==> src/rtl/fb_rect_fill.sv <==
// fb_rect_fill: command-driven solid rectangle fill engine for the frame buffer
// write side. One command (origin, size, RGB565 colour) is clipped to the
// FB_WIDTH x FB_HEIGHT write space. It then produces one pixel write per cycle
// in row-major order. An optional single-cycle buffer swap can follow the fill.
//
// Handshake: cmd_valid/cmd_ready. A command transfers on a rising edge where
// both are high. cmd_ready is high only in IDLE and outside reset. All cmd_*
// fields are captured on that edge and later changes are ignored.
//
// Ports:
//   clk_in, rst_in            clock, synchronous active-high reset
//   cmd_valid / cmd_ready     command handshake
//   cmd_x, cmd_y              rectangle origin (column, row)
//   cmd_w, cmd_h              rectangle size in pixels
//   cmd_color                 RGB565 fill colour
//   cmd_swap                  request a swap_buffer pulse after the fill
//   write_data/addr/enable    frame buffer write port (addr = 2*(y*W+x))
//   swap_buffer               one-cycle buffer swap request
//   busy                      engine not idle
//   done                      one-cycle pulse in the first IDLE cycle after a command
module fb_rect_fill #(
  parameter int FB_WIDTH   = 320,
  parameter int FB_HEIGHT  = 180,
  parameter int ADDR_WIDTH = 32
) (
  input  logic                  clk_in,
  input  logic                  rst_in,
  input  logic                  cmd_valid,
  output logic                  cmd_ready,
  input  logic [8:0]            cmd_x,
  input  logic [7:0]            cmd_y,
  input  logic [8:0]            cmd_w,
  input  logic [7:0]            cmd_h,
  input  logic [15:0]           cmd_color,
  input  logic                  cmd_swap,
  output logic [15:0]           write_data,
  output logic [ADDR_WIDTH-1:0] write_addr,
  output logic                  write_enable,
  output logic                  swap_buffer,
  output logic                  busy,
  output logic                  done
);

  typedef enum logic [1:0] {IDLE, SETUP, FILL, SWAP} state_t;

  localparam logic [ADDR_WIDTH-1:0] FB_W_A     = ADDR_WIDTH'(FB_WIDTH);
  localparam logic [ADDR_WIDTH-1:0] ROW_STRIDE = ADDR_WIDTH'(2 * FB_WIDTH);
  localparam logic [ADDR_WIDTH-1:0] PIX_STRIDE = ADDR_WIDTH'(2);

  state_t                state_q, state_d;
  logic [8:0]            x_q, x_d, w_q, w_d;
  logic [7:0]            y_q, y_d, h_q, h_d;
  logic [15:0]           color_q, color_d;
  logic                  swap_q, swap_d;
  logic [8:0]            eff_w_q, eff_w_d, col_q, col_d;
  logic [7:0]            eff_h_q, eff_h_d, row_q, row_d;
  logic [ADDR_WIDTH-1:0] addr_q, addr_d, row_start_q, row_start_d;
  logic [15:0]           data_q, data_d;
  logic                  done_q, done_d;

  logic [8:0]            rem_w;
  logic [7:0]            rem_h;
  logic                  empty;
  logic [ADDR_WIDTH-1:0] base_addr;
  logic                  last_col, last_row;

  always_comb begin
    state_d     = state_q;
    x_d         = x_q;
    y_d         = y_q;
    w_d         = w_q;
    h_d         = h_q;
    color_d     = color_q;
    swap_d      = swap_q;
    eff_w_d     = eff_w_q;
    eff_h_d     = eff_h_q;
    col_d       = col_q;
    row_d       = row_q;
    addr_d      = addr_q;
    row_start_d = row_start_q;
    data_d      = data_q;
    done_d      = 1'b0;

    // Remaining space is only meaningful when the origin is inside the
    // write space; the empty test guards every use of it.
    rem_w     = 9'(FB_WIDTH) - x_q;
    rem_h     = 8'(FB_HEIGHT) - y_q;
    empty     = (x_q >= 9'(FB_WIDTH)) || (y_q >= 8'(FB_HEIGHT)) ||
                (w_q == 9'd0) || (h_q == 8'd0);
    base_addr = (ADDR_WIDTH'(y_q) * FB_W_A + ADDR_WIDTH'(x_q)) << 1;
    last_col  = (col_q == eff_w_q - 9'd1);
    last_row  = (row_q == eff_h_q - 8'd1);

    case (state_q)
      IDLE: begin
        if (cmd_valid) begin
          x_d     = cmd_x;
          y_d     = cmd_y;
          w_d     = cmd_w;
          h_d     = cmd_h;
          color_d = cmd_color;
          swap_d  = cmd_swap;
          state_d = SETUP;
        end
      end
      SETUP: begin
        eff_w_d = (w_q < rem_w) ? w_q : rem_w;
        eff_h_d = (h_q < rem_h) ? h_q : rem_h;
        col_d   = 9'd0;
        row_d   = 8'd0;
        if (empty) begin
          if (swap_q) begin
            state_d = SWAP;
          end else begin
            state_d = IDLE;
            done_d  = 1'b1;
          end
        end else begin
          state_d     = FILL;
          addr_d      = base_addr;
          row_start_d = base_addr;
          data_d      = color_q;
        end
      end
      FILL: begin
        if (last_col) begin
          if (last_row) begin
            // Address is left on the final pixel so it holds while idle.
            if (swap_q) begin
              state_d = SWAP;
            end else begin
              state_d = IDLE;
              done_d  = 1'b1;
            end
          end else begin
            col_d       = 9'd0;
            row_d       = row_q + 8'd1;
            row_start_d = row_start_q + ROW_STRIDE;
            addr_d      = row_start_q + ROW_STRIDE;
          end
        end else begin
          col_d  = col_q + 9'd1;
          addr_d = addr_q + PIX_STRIDE;
        end
      end
      SWAP: begin
        state_d = IDLE;
        done_d  = 1'b1;
      end
      default: state_d = IDLE;
    endcase
  end

  always_ff @(posedge clk_in) begin
    if (rst_in) begin
      state_q     <= IDLE;
      x_q         <= '0;
      y_q         <= '0;
      w_q         <= '0;
      h_q         <= '0;
      color_q     <= '0;
      swap_q      <= 1'b0;
      eff_w_q     <= '0;
      eff_h_q     <= '0;
      col_q       <= '0;
      row_q       <= '0;
      addr_q      <= '0;
      row_start_q <= '0;
      data_q      <= '0;
      done_q      <= 1'b0;
    end else begin
      state_q     <= state_d;
      x_q         <= x_d;
      y_q         <= y_d;
      w_q         <= w_d;
      h_q         <= h_d;
      color_q     <= color_d;
      swap_q      <= swap_d;
      eff_w_q     <= eff_w_d;
      eff_h_q     <= eff_h_d;
      col_q       <= col_d;
      row_q       <= row_d;
      addr_q      <= addr_d;
      row_start_q <= row_start_d;
      data_q      <= data_d;
      done_q      <= done_d;
    end
  end

  assign cmd_ready    = (state_q == IDLE) && !rst_in;
  assign write_enable = (state_q == FILL);
  assign swap_buffer  = (state_q == SWAP);
  assign busy         = (state_q != IDLE);
  assign done         = done_q;
  assign write_addr   = addr_q;
  assign write_data   = data_q;

endmodule

==> config.mk <==
export PLATFORM = sky130hd
export DESIGN_NAME = fb_rect_fill
export DESIGN_NICKNAME = d
export VERILOG_FILES = /design/src/rtl/fb_rect_fill.sv
export SDC_FILE = /design/constraint.sdc
export NUM_CORES = 1
export LEC_CHECK = 0
export BUFFER_PORTS_ARGS = -buffer_cell sky130_fd_sc_hd__buf_2
export CORE_MARGIN = 4
export CORE_UTILIZATION = 44
export CTS_BUF_LIST = sky130_fd_sc_hd__clkbuf_16
export DETAILED_ROUTE_END_ITERATION = 10
export SYNTH_ARGS = -nofsm -noshare
export SYNTH_HDL_FRONTEND = slang
export SYNTH_SLANG_ARGS = --single-unit
==> constraint.sdc <==
create_clock -name clk_in -period 3.47 [get_ports clk_in]
set_clock_uncertainty 0.1 [all_clocks]
set_input_delay 0.1735 -clock clk_in [delete_from_list [all_inputs] [get_ports clk_in]]
set_output_delay 0.1735 -clock clk_in [all_outputs]
set_load 0.03 [all_outputs]
==> flow_summary.rst, run 1 <==
.. list-table::
   :header-rows: 1

   * - Metric
     - Value
   * - Relative max-transition margin
     - 46.9%
   * - Latest clock arrival within the worst-skew pair
     - 0.43 ns
   * - Number of nets at the end of the flow
     - 1,537
   * - Remaining routing DRC violations
     - 0
   * - Slowest-stage cell, CP
     - sky130_fd_sc_hd__dfxtp_1
   * - Biggest fanout along the worst timing path
     - 7
   * - RSZ-0062 raised after global routing
     - no
   * - Post-cts gate resize count
     - 0
   * - Number of buffers created by CTS
     - 17
   * - Antenna diodes
     - 0
   * - Final Slew Violations
     - 0
   * - Via count of the first global-routing pass
     - 9,206
   * - Core box area
     - 22,600 µm²
   * - Class of the tightest hold or removal check
     - in2reg
   * - Die area
     - 25,500 µm²
   * - Largest net degree at the start of global routing
     - 49
   * - Height of the die
     - 160 µm
   * - Buf+Inv Stages, Crit Path
     - 0
   * - Count of placed standard cells including taps
     - 1,648
   * - Data required time at the worst endpoint
     - 3.72 ns
   * - Worst hold margin
     - 0.0442 ns
   * - Sum of negative setup slack
     - 0 ns
   * - Data arrival at the endpoint of the critical path
     - 3.49 ns
   * - Average size of a mapped cell
     - 7.81 µm²
   * - Detailed-route vias per instance
     - 5.73
   * - Power Dens Cells
     - 447 nW/µm²
   * - Cell occurring most often along the worst timing path
     - sky130_fd_sc_hd__ha_1
   * - Hold Crit Start
     - rst_in
   * - Register-to-register path setup slack
     - 0.22 ns
   * - Critical path, cell by cell
     - ha_1 -> ha_1 -> fa_1 -> xor2_1 -> nand2_1 -> nor4b_1 -> nand3_1 -> xnor2_1 -> a21oi_1 -> o31ai_1
   * - Endpoint of the worst hold path
     - y_q[3]
   * - Number of max-cap violations
     - 0
   * - Routed vias
     - 9,951
   * - WL per Instance
     - 17.1 µm
   * - Cell type with the highest aggregate area in the netlist
     - sky130_fd_sc_hd__dfxtp_1
   * - CTS tree
     - built
   * - Area share of the leading cell type in the synthesized netlist
     - 33.0%
   * - Cell count after synthesis
     - 1,297
   * - Initial antenna violation count
     - 0
   * - Cell family contributing the most delay on the critical path
     - adder cells
   * - First-pass GRT wire length
     - 48,800 µm
   * - Die boundary width
     - 160 µm
   * - Worst setup SP type
     - flop
   * - Worst reg2reg path startpoint
     - y_q[3]
   * - Final clock period utilization by the worst path
     - 93.6%
   * - Standby leakage power
     - 4.81 nW
   * - Final hold violation count
     - 0
   * - Total setup violations reported at the end of the flow
     - 0
   * - Synthesized area
     - 10,100 µm²
   * - Post-synthesis async set-or-reset flop share
     - 0%
   * - CTS H-tree depth
     - 4
   * - Post-detail-place hpwl
     - 21,000 µm
   * - Layout overhead on the synthesized area
     - 19.8%
   * - Synthesis-stage register bit count
     - 167
   * - GR Overflow Total
     - 0
   * - Peak per-stage delay on the critical path
     - 0.47 ns
   * - DRC violation total after the first TritonRoute iteration
     - 781
   * - Fin util
     - 53.6%
   * - Slew @ Worst Pin
     - 0.787 ns
   * - Total wirelength of the detailed-routed design
     - 29,700 µm
   * - Crit path time final
     - 3.25 ns
   * - Total nets after synthesis
     - 1,396
   * - Kind of critical path
     - reg2reg
   * - Core Rows
     - 55
   * - Outcome
     - completed
   * - Clock slew seen by the registers of the worst setup and hold paths
     - 0.08 ns
   * - Clock Sinks
     - 167
   * - Total routing resource utilization after global routing
     - 22.9%
   * - Top cells by area in the synthesized netlist
     - sky130_fd_sc_hd__dfxtp_1, sky130_fd_sc_hd__nand2_1, sky130_fd_sc_hd__a21oi_1
   * - Initial Utilization
     - 44.8%
   * - Peak VDD IR
     - 0.000319 V
   * - Highest clock frequency the design can meet
     - 308 MHz
   * - Yosys cell types
     - 69
   * - DR pass1 iterations
     - 6
   * - Worst reg-to-reg path cell count
     - 10
   * - Maximum count of clock buffers along a single path
     - 2
   * - Critical Path Sink Type
     - flop
   * - Sequential element share of the synthesized area
     - 33.0%
   * - Number of cells on the worst hold path
     - 2
   * - Share of final-layout standard cells stronger than drive strength 1
     - 14.9%
   * - Number of flops mapped to enable cells by yosys
     - 0
   * - Reg-to-reg endpoint
     - row_start_q[16]
   * - Number of warnings reported in the yosys synthesis log
     - 0
   * - Port-buffer cells
     - 106
   * - Final estimated routing congestion in global placement
     - 0.921
   * - Dominant register cell in the synthesized netlist
     - sky130_fd_sc_hd__dfxtp_1
   * - Clock root cell
     - sky130_fd_sc_hd__clkbuf_16
   * - Non-filler cells, final
     - 1,736
   * - Top-Level Pins
     - 107
   * - Antenna-violating nets left
     - 0
==> worst reg2reg max path, delay by kind of cell, from the launching register on <==
| kind | cells | cell delay [ns] |
|---|---|---|
| simple gates | 3 | 0.73 |
| compound gates | 2 | 0.31 |
| fa+ha+maj | 3 | 0.95 |
| xor+xnor | 2 | 0.58 |
| flops | 1 | 0.47 |
==> where the power goes <==
part	internal, W	switching [W]
Combinational	0.000529	0.000811
Sequential	0.00203	0.000154
Clock	0.000965	0.000937
==> worst max path at each step <==
stage	cells past startpoint	slack, ns	end	startpoint
after floorplan	12	0.37	row_start_q[9]	eff_w_q[0]
after global placement	9	0.1	row_q[4]	eff_w_q[0]
after detailed placement	9	0.05	row_q[4]	eff_w_q[0]
after CTS	9	0.003	row_q[4]	eff_w_q[0]
after global routing	10	0.05	row_start_q[16]	y_q[3]
final	10	0.22	row_start_q[16]	y_q[3]
==> cell type report <==
cell class,count,area [µm²]
fillers,2203,10500
multi-input cells,1019,6330
flip-flops and latches,167,3340
repair buffers,205,1430
clock buffers,17,425
well taps,285,357
clock inverters,15,154
inverters,28,105
==> synthesized netlist by cell type, drive strengths merged, types with 4 or more instances <==
| library cell | n |
|---|---|
| nand2 | 225 |
| dfxtp | 167 |
| a21oi | 152 |
| nor2 | 68 |
| clkbuf | 65 |
| xnor2 | 57 |
| o21ai | 54 |
| nand3 | 45 |
| ha | 43 |
| xor2 | 32 |
| inv | 28 |
| nand4 | 28 |
| nor3 | 25 |
| a31oi | 22 |
| and3 | 21 |
| or3 | 21 |
| buf | 18 |
| mux2i | 15 |
| o211ai | 15 |
| a21o | 13 |
| and2 | 13 |
| a2111oi | 11 |
| o32ai | 11 |
| a311oi | 10 |
| a31o | 10 |
| nor4 | 10 |
| or4 | 10 |
| and4 | 9 |
| o21a | 8 |
| a211oi | 7 |
| o31ai | 7 |
| nor3b | 6 |
| a211o | 5 |
| nand3b | 5 |
| nor2b | 5 |
| o311ai | 5 |
| o2111ai | 4 |
| o221ai | 4 |
| or2 | 4 |
==> layout by cell type (no fill, tap or decap), drive strengths merged, types with 11 or more instances in the layout <==
| master | n |
|---|---|
| clkbuf | 17 |
| and2 | 13 |
| or3 | 21 |
| xnor2 | 57 |
| nor3 | 25 |
| nand2 | 225 |
| dfxtp | 167 |
| o21ai | 54 |
| nor2 | 68 |
| nand4 | 28 |
| nand3 | 45 |
| and3 | 21 |
| o211ai | 15 |
| o32ai | 11 |
| xor2 | 32 |
| ha | 43 |
| a21oi | 152 |
| inv | 37 |
| dlygate4sd3 | 51 |
| a2111oi | 11 |
| mux2i | 15 |
| a21o | 13 |
| a31oi | 22 |
| buf | 154 |
==> routing by layer <==
| metal | wire length [µm] | track usage (%) | up-vias |
|---|---|---|---|
| li1 | - | - | 5006 |
| met1 | 14400 | 32.8 | 4637 |
| met2 | 13300 | 36.1 | 286 |
| met3 | 1700 | 4.18 | 22 |
| met4 | 281 | 4.89 | 0 |
| met5 | 0 | 0 | - |
==> cell families after synthesis <==
| logic type | share of synthesized area [%] |
|---|---|
| adder cells (fa/ha/maj) | 5.70 |
| XOR/XNOR | 7.69 |
| multiplexers | 1.81 |
| AO/OA/AOI/OAI | 23.3 |
| AND/OR/NAND/NOR | 23.8 |
| flip-flops | 33.0 |
| buffers and inverters | 4.70 |
==> stage by stage <==
stage          instance area, µm²  total power, W  setup WS, ns
2_1_floorplan               10100         0.00312         0.368
3_3_place_gp                11000         0.00350        0.0988
3_5_place_dp                11000         0.00351        0.0496
4_1_cts                     12100         0.00546       0.00308
5_1_grt                     12100         0.00571        0.0454
6_report                    12100         0.00543         0.222
==> state kept, by name (all words and copies together) (netlist names) <==
register     cells
h_q              8
eff_w_q          9
write_addr      32
color_q         16
write_data      16
swap_q           1
y_q              8
row_start_q     31
done             1
w_q              9
x_q              9
row_q            8
eff_h_q          8
col_q            9
state_q          2
==> what timing repair did <==
action	4_1_cts	5_1_grt
endpoints found under the hold margin	51	0
hold buffers	51	0
endpoints found under the setup margin	0	15
setup buffers	0	5
No activity file was read; power rests on OpenSTA's default activity.
==> run 2, diff against run 1 <==
==> constraint.sdc (replaced) <==
create_clock -name clk_in -period 3.7 [get_ports clk_in]
set_clock_uncertainty 0.1 [all_clocks]
set_input_delay 0.185 -clock clk_in [delete_from_list [all_inputs] [get_ports clk_in]]
set_output_delay 0.185 -clock clk_in [all_outputs]
set_load 0.03 [all_outputs]
==> flow_summary.rst, run 2 (same netlist as run 1, synthesis figures left out) <==
.. list-table::
   :header-rows: 1

   * - Metric
     - Value
   * - Outcome
     - completed
   * - Class of the tightest hold or removal check
     - in2reg
   * - Data required time at the worst endpoint
     - 3.94 ns (+0.22 ns)
   * - WL per Instance
     - 17.3 µm (+0.69%)
   * - First-pass GRT wire length
     - 48,800 µm (about the same)
   * - Worst reg-to-reg path cell count
     - 10 (unchanged)
   * - CTS H-tree depth
     - 4 (unchanged)
   * - Crit path time final
     - 3.49 ns (+0.242 ns)
   * - Clock root cell
     - sky130_fd_sc_hd__clkbuf_16
   * - Sum of negative setup slack
     - 0 ns (unchanged)
   * - GR Overflow Total
     - 0 (unchanged)
   * - Antenna-violating nets left
     - 0 (unchanged)
   * - Total wirelength of the detailed-routed design
     - 29,800 µm (about the same)
   * - Post-cts gate resize count
     - 0 (unchanged)
   * - Final hold violation count
     - 0 (unchanged)
   * - Initial antenna violation count
     - 0 (unchanged)
   * - Relative max-transition margin
     - 14.1% (-33 points)
   * - Slowest-stage cell, CP
     - sky130_fd_sc_hd__or4_1
   * - Total routing resource utilization after global routing
     - 22.9% (about the same)
   * - Number of nets at the end of the flow
     - 1,526 (-0.72%)
   * - Critical path, cell by cell
     - inv_1 -> ha_1 -> nor3b_1 -> a41oi_1 -> a2111o_1 -> or4_1 -> o31ai_4 -> buf_4 -> a21oi_1 -> o211a_1
   * - Top-Level Pins
     - 107 (unchanged)
   * - Clock slew seen by the registers of the worst setup and hold paths
     - 0.08 ns (about the same)
   * - Data arrival at the endpoint of the critical path
     - 3.73 ns (+0.24 ns)
   * - Final clock period utilization by the worst path
     - 94.3% (+0.72 points)
   * - Reg-to-reg endpoint
     - write_addr[23]
   * - Dpl ws
     - 0.198 ns (+0.148 ns)
   * - Peak per-stage delay on the critical path
     - 0.59 ns (+0.12 ns)
   * - Height of the die
     - 160 µm (unchanged)
   * - Peak VDD IR
     - 0.000267 V (-16%)
   * - Layout overhead on the synthesized area
     - 18.9%
   * - Number of buffers created by CTS
     - 17 (unchanged)
   * - Register-to-register path setup slack
     - 0.21 ns (about the same)
   * - RSZ-0062 raised after global routing
     - no
   * - Via count of the first global-routing pass
     - 9,334 (+1.4%)
   * - Kind of critical path
     - reg2reg
   * - Worst setup SP type
     - flop
   * - Total setup violations reported at the end of the flow
     - 0 (unchanged)
   * - Standby leakage power
     - 4.75 nW (-1.2%)
   * - Core box area
     - 22,600 µm² (unchanged)
   * - Number of cells on the worst hold path
     - 4 (+2)
   * - Final estimated routing congestion in global placement
     - 0.853 (-7.4%)
   * - Final Slew Violations
     - 0 (unchanged)
   * - Biggest fanout along the worst timing path
     - 15 (+8)
   * - Highest clock frequency the design can meet
     - 287 MHz (-6.9%)
   * - Share of final-layout standard cells stronger than drive strength 1
     - 14.2% (-0.72 points)
   * - Remaining routing DRC violations
     - 0 (unchanged)
   * - Largest net degree at the start of global routing
     - 85 (+73%)
   * - Die boundary width
     - 160 µm (unchanged)
   * - Design Power
     - 0.00507 W (-6.6%)
   * - Post-detail-place hpwl
     - 20,800 µm (-1.1%)
   * - Latest clock arrival within the worst-skew pair
     - 0.44 ns (about the same)
   * - Clock Sinks
     - 167 (unchanged)
   * - Hold Crit Start
     - cmd_valid
   * - Routed vias
     - 10,000 (+0.64%)
   * - Worst-case setup margin in the final layout
     - 0.210 ns (-0.0118 ns)
   * - Antenna diodes
     - 0 (unchanged)
   * - Die area
     - 25,500 µm² (unchanged)
   * - DRC violation total after the first TritonRoute iteration
     - 810 (+3.7%)
   * - Most common cell after layout, fill and taps aside
     - sky130_fd_sc_hd__nand2_1
   * - Maximum count of clock buffers along a single path
     - 2 (unchanged)
   * - Detailed-route vias per instance
     - 5.81 (+1.3%)
   * - Core Rows
     - 55 (unchanged)
   * - Critical Path Sink Type
     - flop
   * - CTS tree
     - built
   * - DR pass1 iterations
     - 7 (+1)
   * - Worst reg2reg path startpoint
     - eff_w_q[1]
   * - Endpoint of the worst hold path
     - state_q[1]
   * - Power Dens Cells
     - 421 nW/µm² (-5.8%)
   * - Post-CTS Repair Setup Buffers
     - 0 (unchanged)
   * - Initial Utilization
     - 44.8% (unchanged)
   * - Fin util
     - 53.2% (-0.40 points)
   * - Slew @ Worst Pin
     - 1.28 ns (+0.488 ns)
   * - Port-buffer cells
     - 106 (unchanged)
   * - Top library cells by usage in the layout, fill and taps aside
     - sky130_fd_sc_hd__nand2_1, sky130_fd_sc_hd__dfxtp_1, sky130_fd_sc_hd__a21oi_1
   * - Largest register FFs
     - 32 (unchanged)
   * - Number of max-cap violations
     - 0 (unchanged)
-- run 2: cell types whose count changed in the layout (fill, tap and decap cells not counted) --
cell	previous run	this run
sky130_fd_sc_hd__buf_4	47	37
sky130_fd_sc_hd__buf_12	2	1
sky130_fd_sc_hd__clkinv_1	0	1
sky130_fd_sc_hd__clkinv_8	1	2
sky130_fd_sc_hd__clkinvlp_4	2	1
sky130_fd_sc_hd__inv_6	2	1
-- run 2: critical path: cells and delay by family (launching register included) --
kind	cells	cell delay [ns]
buf+inv	2	0.38
fa+ha+maj	1	0.21
flops	1	0.37
simple gates	2	1.04
compound gates	5	1.29
-- run 2: area by class of cell --
cell class,count,area (µm²)
Clock inverter,15,158
Inverter,28,105
Fill cell,2163,10600
Timing Repair Buffer,194,1330
Sequential cell,167,3340
Multi-Input combinational cell,1019,6330
Clock buffer,17,425
Tap cell,285,357
-- run 2: how the worst max path moves through the flow --
stage | startpoint | end | slack [ns] | cells after the start
2_1_floorplan | eff_w_q[0] | row_start_q[9] | 0.60 | 12
3_3_place_gp | eff_w_q[1] | write_addr[23] | 0.31 | 10
3_5_place_dp | eff_w_q[1] | write_addr[23] | 0.20 | 10
4_1_cts | eff_w_q[1] | write_addr[23] | 0.21 | 10
5_1_grt | eff_w_q[1] | write_addr[25] | 0.003 | 10
6_report | eff_w_q[1] | write_addr[23] | 0.21 | 10
-- run 2: report_power, final --
| group | leakage, nW | internal [W] | switching, W | total (W) |
|---|---|---|---|---|
| logic | 3.11 | 0.000486 | 0.000758 | 0.00124 |
| registers | 1.36 | 0.00191 | 0.000144 | 0.00205 |
| clock network | 0.284 | 0.000905 | 0.000874 | 0.00178 |
-- run 2: what timing repair did --
item | CTS | global route
endpoints found under the hold margin | 51 | 0
endpoints found under the setup margin | 0 | 0
hold buffers | 51 | 0
-- run 2: routing by layer --
layer | share of wire, % | routed length (µm) | vias up | track usage [%]
met5 | 0 | 0 | - | 0
li1 | - | - | 4979 | -
met2 | 44 | 13200 | 302 | 35.4
met1 | 49 | 14500 | 4710 | 33.4
met4 | 1.3 | 388 | 0 | 5.72
met3 | 5.5 | 1640 | 24 | 3.72
-- run 2: per-stage QoR --
| step | std cells | hold WS (ns) | cell area (µm²) |
|---|---|---|---|
| after floorplan | 1297 | 0.221 | 10100 |
| after global placement | 1642 | 0.326 | 11000 |
| after detailed placement | 1642 | 0.330 | 11000 |
| after CTS | 1725 | 0.0618 | 12100 |
| after global routing | 1725 | 0.0903 | 12100 |
| final | 1725 | 0.0902 | 12100 |
